File: config.mk
export PLATFORM = sky130hd
export DESIGN_NAME = hex_scan_driver
export DESIGN_NICKNAME = d
export VERILOG_FILES = /design/src/rtl/hex_scan_driver.sv
export SDC_FILE = /design/constraint.sdc
export NUM_CORES = 1
export LEC_CHECK = 0
export BUFFER_PORTS_ARGS = -buffer_cell sky130_fd_sc_hd__buf_2
export CORE_MARGIN = 2
export CORE_UTILIZATION = 51
export DETAILED_ROUTE_END_ITERATION = 16
export GPL_TIMING_DRIVEN = 0
export PLACE_DENSITY_LB_ADDON = 0.15
export SYNTH_ARGS = -nofsm -noshare
export SYNTH_HDL_FRONTEND = slang
export SYNTH_SLANG_ARGS = --single-unit
File: constraint.sdc
create_clock -name clk -period 2.5 [get_ports clk]
set_input_delay 0.125 -clock clk [delete_from_list [all_inputs] [get_ports clk]]
set_output_delay 0.125 -clock clk [all_outputs]
set_load 0.01 [all_outputs]
File: src/rtl/hex_scan_driver.sv
// hex_scan_driver: time-multiplexed hex display driver.
// A prescaler divides clk into digit slots; each slot lights one digit,
// PWM-modulated by 'brightness'. Inputs are captured into shadow registers
// once per scan frame so a frame never shows a mix of old and new values.
// seg and an are registered and optionally inverted for active-low pins.
// Optional feature: define HEXSEG_LEADING_ZERO_BLANK_EN to blank leading
// zero digits (digit 0 is never blanked by that rule).
module hex_scan_driver #(
  parameter int DIGITS     = 4,
  parameter int PRESCALE   = 100000,
  parameter int BRIGHT_W   = 4,
  parameter int ACTIVE_LOW = 1
) (
  input  logic                  clk,
  input  logic                  res,
  input  logic [4*DIGITS-1:0]   value,
  input  logic [DIGITS-1:0]     dp,
  input  logic [DIGITS-1:0]     digit_en,
  input  logic [BRIGHT_W-1:0]   brightness,
  output logic [7:0]            seg,
  output logic [DIGITS-1:0]     an,
  output logic                  frame_start
);

  localparam int PS_W  = $clog2(PRESCALE);
  localparam int IDX_W = (DIGITS > 1) ? $clog2(DIGITS) : 1;
  localparam logic [PS_W-1:0]   PS_LAST  = PS_W'(PRESCALE - 1);
  localparam logic [IDX_W-1:0]  IDX_LAST = IDX_W'(DIGITS - 1);
  localparam logic              INV      = (ACTIVE_LOW != 0);
  localparam logic [7:0]        SEG_OFF  = {8{INV}};
  localparam logic [DIGITS-1:0] AN_OFF   = {DIGITS{INV}};

  logic [PS_W-1:0]     presc;
  logic [IDX_W-1:0]    idx;
  logic [BRIGHT_W-1:0] pwm_cnt;
  logic [4*DIGITS-1:0] sh_value;
  logic [DIGITS-1:0]   sh_dp;
  logic [DIGITS-1:0]   sh_en;

  logic                tick;
  logic                capture;
  logic [3:0]          cur_nib;
  logic                cur_dp;
  logic                cur_en;
  logic                cur_lz;
  logic [DIGITS-1:0]   lz_mask;
  logic                lit;
  logic [7:0]          seg_ah;
  logic [DIGITS-1:0]   an_ah;

  // Active-high segment pattern (gfedcba) for one hex nibble.
  function automatic logic [6:0] hex7(input logic [3:0] nib);
    case (nib)
      4'h0: hex7 = 7'h3F;
      4'h1: hex7 = 7'h06;
      4'h2: hex7 = 7'h5B;
      4'h3: hex7 = 7'h4F;
      4'h4: hex7 = 7'h66;
      4'h5: hex7 = 7'h6D;
      4'h6: hex7 = 7'h7D;
      4'h7: hex7 = 7'h07;
      4'h8: hex7 = 7'h7F;
      4'h9: hex7 = 7'h6F;
      4'hA: hex7 = 7'h77;
      4'hB: hex7 = 7'h7C;
      4'hC: hex7 = 7'h39;
      4'hD: hex7 = 7'h5E;
      4'hE: hex7 = 7'h79;
      default: hex7 = 7'h71;
    endcase
  endfunction

  // A slot ends on the prescaler wrap; the frame ends when the last digit's slot ends.
  assign tick    = (presc == PS_LAST);
  assign capture = tick && (idx == IDX_LAST);

  // Prescaler: counts 0..PRESCALE-1 and wraps.
  always_ff @(posedge clk or posedge res) begin
    if (res)       presc <= '0;
    else if (tick) presc <= '0;
    else           presc <= presc + 1'b1;
  end

  // Digit index: advances once per slot, wrapping after the last digit.
  always_ff @(posedge clk or posedge res) begin
    if (res)          idx <= '0;
    else if (capture) idx <= '0;
    else if (tick)    idx <= idx + 1'b1;
  end

  // Free-running PWM counter.
  always_ff @(posedge clk or posedge res) begin
    if (res) pwm_cnt <= '0;
    else     pwm_cnt <= pwm_cnt + 1'b1;
  end

  // Shadow capture at frame boundary; shadow enables reset to 0 keep the
  // display blank until the first full frame has been captured.
  always_ff @(posedge clk or posedge res) begin
    if (res) begin
      sh_value <= '0;
      sh_dp    <= '0;
      sh_en    <= '0;
    end else if (capture) begin
      sh_value <= value;
      sh_dp    <= dp;
      sh_en    <= digit_en;
    end
  end

  // frame_start marks the first cycle shown with freshly captured shadows.
  always_ff @(posedge clk or posedge res) begin
    if (res) frame_start <= 1'b0;
    else     frame_start <= capture;
  end

  // Select the shadow fields of the digit currently being scanned.
  always_comb begin
    cur_nib = 4'h0;
    cur_dp  = 1'b0;
    cur_en  = 1'b0;
    cur_lz  = 1'b0;
    for (int i = 0; i < DIGITS; i++) begin
      if (idx == IDX_W'(i)) begin
        cur_nib = sh_value[4*i +: 4];
        cur_dp  = sh_dp[i];
        cur_en  = sh_en[i];
        cur_lz  = lz_mask[i];
      end
    end
  end

`ifdef HEXSEG_LEADING_ZERO_BLANK_EN
  logic lz_run;

  // Leading-zero mask: digit i>0 blanks when it and every higher nibble are 0.
  always_comb begin
    lz_mask = '0;
    lz_run  = 1'b1;
    for (int i = DIGITS - 1; i >= 1; i--) begin
      lz_run     = lz_run && (sh_value[4*i +: 4] == 4'h0);
      lz_mask[i] = lz_run;
    end
  end
`else
  assign lz_mask = '0;
`endif

  // Lit decision and active-high pattern for the current digit.
  always_comb begin
    lit    = cur_en && !cur_lz && (pwm_cnt <= brightness);
    seg_ah = lit ? {cur_dp, hex7(cur_nib)} : 8'h00;
    an_ah  = '0;
    for (int i = 0; i < DIGITS; i++) begin
      an_ah[i] = lit && (idx == IDX_W'(i));
    end
  end

  // Registered pins with polarity applied; held off while in reset.
  always_ff @(posedge clk or posedge res) begin
    if (res) begin
      seg <= SEG_OFF;
      an  <= AN_OFF;
    end else begin
      seg <= seg_ah ^ {8{INV}};
      an  <= an_ah ^ {DIGITS{INV}};
    end
  end

endmodule

==> results of run 1 <==
## sequential cells by signal (all words and copies together), names as in the netlist
register,count
an,4
frame_start,1
idx,2
presc,17
pwm_cnt,4
seg,8
sh_dp,4
sh_en,4
sh_value,16
## Yosys cell counts, types with 2 or more instances
library cell,count,area [um2]
dfrtp_1,48,1201
nand2_1,27,101.4
mux2_4,19,285.3
nor2_1,19,71.32
ha_1,16,200.2
inv_1,16,60.06
dfstp_2,12,315.3
xnor2_1,11,96.34
nand3_1,10,50.05
o21ai_0,9,45.04
a21oi_1,6,30.03
mux2_2,5,56.30
nand4_1,5,31.28
xor2_1,5,43.79
a211oi_1,4,30.03
buf_2,4,20.02
nor2b_1,4,25.02
buf_4,3,22.52
nand3b_1,3,22.52
o221ai_1,3,26.28
a221oi_1,2,17.52
and3_1,2,12.51
buf_6,2,22.52
mux2i_1,2,20.02
nor3_1,2,10.01
nor3b_1,2,15.01
## metal layers
layer / up-vias / GRT usage (%)
li1: 1019 / -
met1: 988 / 24.84
met2: 56 / 30.50
met3: 14 / 5.730
met4: 0 / 9.492
met5: - / 0
## worst paths after layout
path / depth (start not counted) / start / to
worst max-delay path: 10 / idx[1] / seg[0]
min in group asynchronous: 3 / res / pwm_cnt[3]
worst max register to register: 10 / idx[1] / seg[0]
worst min register to register: 1 / presc[16] / presc[16]
max in group asynchronous: 4 / res / sh_dp[1]
worst min-delay path: 2 / dp[3] / sh_dp[3]
## cell type report
cell class / count / area [um2]
well taps: 72 / 90.09
plain buffers: 9 / 71.32
clock buffers: 13 / 148.9
flip-flops and latches: 60 / 1516
fillers: 486 / 2047
clock inverters: 3 / 15.01
repair buffers: 48 / 277.8
inverters: 16 / 60.06
multi-input cells: 174 / 1381
## worst max-delay path: stages, from the launching register on
cell and delay, ns:
dfrtp_1 0.38, inv_1 0.09, ha_1 0.22, buf_4 0.18
o211a_1 0.26, a221oi_4 0.26, inv_2 0.10, ha_1 0.21
or3_1 0.36, o211ai_1 0.09, nand2_1 0.07
## through the flow
step	hold slack (ns)	std cells
2_1_floorplan	0.2735	260
4_1_cts	0.003345	395
6_report	0.01588	395
3_5_place_dp	0.2228	375
3_3_place_gp	0.3571	374
5_1_grt	0.004905	395
## logic make-up after synthesis
family | Yosys count | synth area share, %
XOR/XNOR | 16 | 4.674
flip-flops | 60 | 50.58
buffers and inverters | 26 | 4.299
multiplexers | 26 | 12.06
AND/OR/NAND/NOR | 83 | 14.07
AO/OA/AOI/OAI | 33 | 7.638
adder cells (fa/ha/maj) | 16 | 6.678
## power breakdown
| group | internal, mW | total, mW | switching, mW |
|---|---|---|---|
| clock network | 0.382 | 0.752 | 0.369 |
| logic | 0.0814 | 0.161 | 0.0795 |
| registers | 1.01 | 1.02 | 0.0139 |
## repair_timing
item | 4_1_cts | 5_1_grt
setup buffers | 0 | 1
cloned | 0 | 0
resized for setup | 4 | 7
pin swaps | 0 | 0
hold buffers | 4 | 0
endpoints found under the setup margin | 6 | 6
hold endpoints to repair | 17 | 0
==> metrics.md, run 1 <==
| Metric | Value |
|---|---|
| FP Rows | 27 |
| Crit Path Max Fanout | 10 |
| Die height | 80.67 um |
| Design Area, Final | 3561 um2 |
| Syn_nets | 306 |
| Peak Freq | 434.9 MHz |
| Commonest non-fill, non-tap cell in the layout | dfrtp_1 |
| Synth Flop Type | dfrtp_1 |
| Synthesized area | 2998 um2 |
| Most frequent cells in the layout | dfrtp_1 (48), buf_2 (45), nand2_1 (27) |
| Crit Path Category | register to register |
| Yosys cell types | 45 |
| Sink Count | 60 |
| CTS Buf Count | 9 |
| 1st-iter DRT viols | 124 |
| Clock skew | 0.008766 ns |
| P&R area growth vs syn | 18.78% |
| Final core utilization | 63.50% |
| Synth Register Bits | 60 |
| DRC errors left | 0 |
| Least-Margin Pin Slew | 0.5716 ns |
| Met2 wire length | 2668 um |
| Vias in the first global route | 1993 |
| Final Critical Period | 2.300 ns |
| Io pins | 43 |
| Post-synth EDFFs | 0 |
| Met3 WL post-DR | 319 um |
| Power density over cell area | 544.0 nW/um2 |
| CTS tree | yes |
| Pleak | 1.728 nW |
| Finish-stage setup viols | 0 |
| Warnings, synthesis | 0 |
| Worst vdd ir | 0.3517 mV |
| Register area share after synthesis | 50.58% |
| Fin worst setup slack | 0.2004 ns |
| Gr ovfl total | 0 |
| Hold Fails Final Rpt | 0 |
| Net count, final | 364 |
| Slew Limit Headroom | 61.84% |
| Max clock buf depth | 2 |
| Post-synth ARST share | 100.0% |
| Final ANT Viol Nets | 0 |
| Worst Hold Class | input port to register |
| Starting Density | 53.46% |
| Routability Congestion | 0.8921 |
| Port Buffers | 42 |
| Diode count | 0 |
| CTS clk-pin slew, worst paths | 0.07 ns |
| Largest net degree at the start of global routing | 35 |
| All-layer global routing usage | 19.55% |
| Worst skew pair latency | 0.34 ns |
| Top layer in use | met4 |
| Crit start category | register |
| RSZ-0062 raised after global routing | no |
| Die ar. | 6508 um2 |
| Syn Inst Count | 260 |
| Clock Root Buffer | clkbuf_8 |
| DRT Pass-1 Iters | 4 |
| Worst endpoint required time | 2.77 ns |
| Status | complete, no violations |
| Setup TNS | 0 ns |
| Placeable Area | 5608 um2 |
| Final total power | 1.937 mW |
| Setup slack, reg-to-reg | 0.20 ns |
| WL per Instance | 14.38 um |
| WL final | 5679 um |
| Final Slew Violations | 0 |
| # Max-Cap Violations | 0 |
| Crit share post-route | 91.98% |
| Post-DP HPWL | 3940 um |
| WP data arrival | 2.57 ns |
| Routed length on met1 | 2572 um |
| H-tree Lvls | 3 |
| Die extent in x | 80.67 um |
| Global-route wire length before repair | 9384 um |
| Avg Cell Area, Syn | 11.53 um2 |
| Setup WS pre-CTS | -0.2565 ns |
| Kind of end point of the critical path | register |
| Vias per Instance | 5.258 |
| Via Count | 2077 |
| Fraction of layout cells with a size suffix above 1 | 35.91% |
| Initial antenna violation count | 0 |
| Placed cell area | 3318 um2 |
(Power assumes the default switching activity.)
==> run 2: changes to the inputs <==
- CORE_UTILIZATION: 51 -> 55
- clock period: 2.5 -> 2.7 ns (I/O delays scaled with it)
==> run 2 against run 1 <==
Effect of this change: critical path depth is 1 higher; clock power is 4.9% higher; cell area is 0.60% lower; utilization is 4.9 points higher; clock skew is 0.0040 ns lower; global-route usage is 1.3 points higher; non-clock buffer count is 3 lower; via count is 0.72% lower.
==> metrics.md, run 2 (synthesis gave the netlist of run 1 again) <==
| Metric | Value |
|---|---|
| Crit Path Max Fanout | 10 (unchanged) |
| Design Area, Final | 3540 um2 (-0.60%) |
| Starting Density | 57.96% (+4.5 points) |
| Global-route wire length before repair | 9549 um (+1.8%) |
| CP bufs+invs | 3 (unchanged) |
| Final ANT Viol Nets | 0 (unchanged) |
| 1st-iter DRT viols | 44 (-65%) |
| WP data arrival | 2.74 ns (+0.17 ns) |
| Fraction of layout cells with a size suffix above 1 | 35.11% (-0.80 points) |
| Most frequent cells in the layout | dfrtp_1 (48), buf_2 (45), nand2_1 (27) |
| Clock power frac | 41.9% (+3.1 points) |
| WL per Instance | 14.22 um (-1.1%) |
| Placed cell area | 3316 um2 (about the same) |
| All-layer global routing usage | 20.86% (+1.3 points) |
| Power density over cell area | 531.6 nW/um2 (-2.3%) |
| Net Sw Power | 0.4342 mW (-6.2%) |
| Vias in the first global route | 2092 (+5.0%) |
| Post-CTS Setup Bufs | 0 (unchanged) |
| Register share of total power | 50.5% (-2.4 points) |
| Finish-stage setup viols | 0 (unchanged) |
| Clock Root Buffer | clkbuf_8 |
| Biggest regs | presc (17), sh_value (16), seg (8) |
| Gr ovfl total | 0 (unchanged) |
| CTS clk-pin slew, worst paths | 0.07 ns (about the same) |
| Crit start category | register |
| Peak Freq | 404.6 MHz (-7.0%) |
| Net count, final | 361 (-0.82%) |
| Crit Path Category | register to register |
| Placed instance count | 373 (-0.53%) |
| Port Buffers | 42 (unchanged) |
| Diode count | 0 (unchanged) |
| Worst skew pair latency | 0.35 ns (about the same) |
| CTS tree | yes |
| Io pins | 43 (unchanged) |
| Number of flip-flops in the largest register | 17 (unchanged) |
| CP max stage cell | dfrtp_1 |
| Vias per Instance | 5.301 (+0.81%) |
| Die extent in x | 77.83 um (-3.5%) |
| Largest net degree at the start of global routing | 37 (+5.7%) |
| H-tree Lvls | 3 (unchanged) |
| Status | complete, no violations |
| Final Slew Violations | 0 (unchanged) |
| Worst endpoint required time | 2.97 ns (+0.20 ns) |
| Worst Hold Class | input port to register |
| Post-DP HPWL | 3967 um (+0.69%) |
| Max clock buf depth | 2 (unchanged) |
| RSZ-0062 raised after global routing | no |
| Crit share post-route | 91.55% (-0.44 points) |
| Biggest register | presc |
| Die height | 77.83 um (-3.5%) |
| Largest delay contributor family on the critical path | compound AO/OA/AOI/OAI gates |
| Commonest non-fill, non-tap cell in the layout | dfrtp_1 |
| Slew Limit Headroom | 59.71% (-2.1 points) |
| Routability Congestion | 0.8499 (-4.7%) |
| CTS Buf Count | 9 (unchanged) |
| Final total power | 1.882 mW (-2.9%) |
| P&R area growth vs syn | 18.07% |
| Pleak | 1.728 nW (about the same) |
| FP Rows | 26 (-3.7%) |
| Switch share | 23.08% (-0.82 points) |
| # Max-Cap Violations | 0 (unchanged) |
| Via Count | 2062 (-0.72%) |
| Die ar. | 6058 um2 (-6.9%) |
| WL final | 5532 um (-2.6%) |
| Kind of end point of the critical path | register |
| Fin cells | 389 (-1.5%) |
| Cells along the critical path | inv_1, ha_1, buf_4, nor2_1, o211a_1, a221oi_4, inv_1, ha_1, or3_1, o211ai_1, nand2_1 |
| Worst vdd ir | 0.4701 mV (+34%) |
| CP peak stage delay | 0.41 ns (+0.03 ns) |
| Placeable Area | 5172 um2 (-7.8%) |
| Initial antenna violation count | 0 (unchanged) |
| Least-Margin Pin Slew | 0.5891 ns (+0.01755 ns) |
| Combinational share of power | 7.6% (-0.7 points) |
| Final Critical Period | 2.472 ns (+0.1722 ns) |
| DRC errors left | 0 (unchanged) |
| Hold Fails Final Rpt | 0 (unchanged) |
| Sink Count | 60 (unchanged) |
| DRT Pass-1 Iters | 4 (unchanged) |
| Power Internal | 1.447 mW (-1.8%) |
| Clock skew | 0.004805 ns (-0.003960 ns) |
| Min Hold Slack | 0.01347 ns (-0.002410 ns) |
## run 2: cell type report
cell class,instances,area (um2)
fill,402,1633
sequential,60,1516
multi-input combinational,174,1374
timing repair buffer,44,240.2
clock buffer,10,137.6
tap,70,87.58
buffer,10,71.32
inverter,16,60.06
clock inverter,5,52.55
## run 2: repair_timing
item,4_1_cts,5_1_grt
gates resized for setup,1,5
endpoints found under the hold margin,14,0
setup endpoints to repair,2,6
hold buffers,1,0
## run 2: path summary, 6_finish.rpt
check	from	endpoint	cells past startpoint	slack, ns
worst min register to register	presc[16]	presc[16]	1	0.46
worst min-delay path	digit_en[3]	sh_en[3]	2	0.01
max in group asynchronous	res	seg[1]	4	1.69
worst max-delay path	idx[0]	seg[0]	11	0.23
worst max register to register	idx[0]	seg[0]	11	0.23
min in group asynchronous	res	sh_value[15]	3	0.38
## run 2: metal layers
metal	up-vias	track usage [%]	wire length [um]
met5	-	0	0
met1	1003	26.14	2472
met3	10	8.140	263
met4	0	7.679	97
li1	1011	-	-
met2	38	32.76	2698
## run 2: power by group through the flow
stage	sequential [mW]	clock, mW	combinational [mW]
after floorplan	0.967	0	0.0833
after global placement	0.965	0	0.135
after detailed placement	0.965	0	0.141
after CTS	0.949	0.808	0.143
after global routing	0.952	0.849	0.162
final	0.949	0.789	0.143
## run 2: per-stage QoR
step           TNS (ns)  util [%]  worst slack (ns)
2_1_floorplan         0         -            0.2732
3_3_place_gp          0     63.72          0.006976
3_5_place_dp   -0.06739     64.10          -0.05290
4_1_cts               0     68.09           0.07135
5_1_grt               0     68.43          0.003148
6_report              0     68.43            0.2282
==> run 3: changes to the inputs <==
- CORE_MARGIN: 2 -> 5
- CORE_UTILIZATION: 55 -> 52
==> run 3 against run 2 <==
Effect of this change: register-to-register slack about the same; die area up 22%; maximum frequency down 0.16%; final cell count up 0.77%; combinational power about the same; highest routed layer unchanged.
==> metrics.md, run 3 (synthesis gave the netlist of run 1 again) <==
| Metric | Value |
|---|---|
| Status | complete, no violations |
| Crit Path Category | register to register |
| Number of flip-flops in the largest register | 17 (unchanged) |
| Hold Fails Final Rpt | 0 (unchanged) |
| Final core utilization | 63.84% (-4.6 points) |
| Final ANT Viol Nets | 0 (unchanged) |
| Fin cells | 392 (+0.77%) |
| Final total power | 1.876 mW (-0.31%) |
| Net count, final | 361 (unchanged) |
| Global-route wire length before repair | 9860 um (+3.3%) |
| Die extent in x | 85.93 um (+10%) |
| WP data arrival | 2.73 ns (about the same) |
| Placed instance count | 375 (+0.54%) |
| Post-CTS Setup Bufs | 0 (unchanged) |
| Kind of end point of the critical path | register |
| CTS clk-pin slew, worst paths | 0.07 ns (about the same) |
| CP max stage cell | dfrtp_1 |
| Most frequent cells in the layout | dfrtp_1 (48), buf_2 (45), nand2_1 (27) |
| Commonest non-fill, non-tap cell in the layout | dfrtp_1 |
| Port Buffers | 42 (unchanged) |
| Biggest regs | presc (17), sh_value (16), seg (8) |
| Starting Density | 54.11% (-3.8 points) |
| Worst skew pair latency | 0.33 ns (-0.02 ns) |
| Min Hold Slack | 0.02873 ns (+0.01526 ns) |
| CP peak stage delay | 0.41 ns (about the same) |
| Worst vdd ir | 0.4728 mV (+0.57%) |
| Routability Congestion | 0.8341 (-1.9%) |
| Gr ovfl total | 0 (unchanged) |
| Final Critical Period | 2.476 ns (+0.004073 ns) |
| Multi-input logic area | 1370 um2 (-0.27%) |
| Slew Limit Headroom | 59.25% (-0.46 points) |
| Post-DP HPWL | 4122 um (+3.9%) |
| Worst Hold Class | input port to register |
| DRC errors left | 0 (unchanged) |
| Fraction of layout cells with a size suffix above 1 | 34.38% (-0.73 points) |
| Max clock buf depth | 2 (unchanged) |
| Placeable Area | 5540 um2 (+7.1%) |
| Crit share post-route | 91.70% (+0.15 points) |
| Power density over cell area | 530.3 nW/um2 (-0.24%) |
| # fillers | 464 (+15%) |
| P&R area growth vs syn | 17.99% (about the same) |
| Io pins | 43 (unchanged) |
| Vias in the first global route | 2188 (+4.6%) |
| Largest delay contributor family on the critical path | compound AO/OA/AOI/OAI gates |
| CTS Buf Count | 9 (unchanged) |
| # Max-Cap Violations | 0 (unchanged) |
| Diode count | 0 (unchanged) |
| Via Count | 2055 (-0.34%) |
| H-tree Lvls | 3 (unchanged) |
| 1st-iter DRT viols | 62 (+41%) |
| Largest net degree at the start of global routing | 37 (unchanged) |
| Clock skew | 0.01081 ns (+0.006009 ns) |
| WL final | 5632 um (+1.8%) |
| Setup TNS | 0 ns (unchanged) |
| Clock Root Buffer | clkbuf_8 |
| Crit Path Max Fanout | 10 (unchanged) |
| CTS tree | yes |
| FF+latch area | 1516 um2 (unchanged) |
| RSZ-0062 raised after global routing | no |
| Die ar. | 7384 um2 (+22%) |
| Finish-stage setup viols | 0 (unchanged) |
| FP Rows | 27 (+3.8%) |
| DRT Pass-1 Iters | 4 (unchanged) |
| Peak Freq | 403.9 MHz (-0.16%) |
| All-layer global routing usage | 16.93% (-3.9 points) |
| Initial antenna violation count | 0 (unchanged) |
| Vias per Instance | 5.242 (-1.1%) |
| Sink Count | 60 (unchanged) |
| Final Slew Violations | 0 (unchanged) |
| CP bufs+invs | 3 (unchanged) |
| Crit start category | register |
| Pleak | 1.725 nW (-0.21%) |
| Least-Margin Pin Slew | 0.5959 ns (+0.006751 ns) |
| WL per Instance | 14.37 um (+1.0%) |
| Worst endpoint required time | 2.95 ns (-0.02 ns) |
| Biggest register | presc |
| Die height | 85.93 um (+10%) |
| CP dominant cell by count | ha_1 |
| Cells along the critical path | inv_1, ha_1, clkbuf_4, nor2_1, o211a_1, a221oi_4, inv_2, ha_1, or3_1, o211ai_1, nand2_1 |
==> run 3: layout make-up <==
type | instances | area share (%)
Sequential cell | 60 | 42.87
Multi-Input combinational cell | 174 | 38.73
Inverter | 16 | 1.698
Tap cell | 72 | 2.547
Buffer | 10 | 2.016
Timing Repair Buffer | 44 | 6.792
Clock buffer | 13 | 4.209
Clock inverter | 3 | 1.132
==> run 3: path summary, 6_finish.rpt <==
check,startpoint,end,slack (ns),cells past startpoint
max,idx[0],seg[0],0.22,11
min,dp[0],sh_dp[0],0.03,2
max reg2reg,idx[0],seg[0],0.22,11
min reg2reg,presc[16],presc[16],0.47,1
max in group asynchronous,res,seg[1],1.69,4
min in group asynchronous,res,sh_en[3],0.39,3
==> run 3: through the flow <==
step	area [um2]	worst slack [ns]
final	3537	0.2241
after global routing	3537	0.008953
after CTS	3523	0.09874
after detailed placement	3318	-0.1020
after global placement	3298	-0.01922
after floorplan	2998	0.2732
==> run 3: where the power goes <==
group	internal, mW	switching [mW]	total [mW]
Sequential	0.935	0.0124	0.948
Clock	0.450	0.334	0.783
Combinational	0.0714	0.0729	0.144
Total	1.46	0.419	1.88
==> run 3: per-layer routing <==
metal / part of all wire, % / track usage [%] / wire [um]
met5: 0 / 0 / 0
met4: 2.0 / 7.770 / 112
met3: 3.4 / 3.362 / 192
met2: 49 / 28.31 / 2763
met1: 46 / 21.02 / 2563
==> run 3: what timing repair did <==
action	CTS	global route
setup endpoints to repair	3	5
pin swaps	0	0
resized for setup	1	4
hold endpoints to repair	13	0
hold buffers	1	0
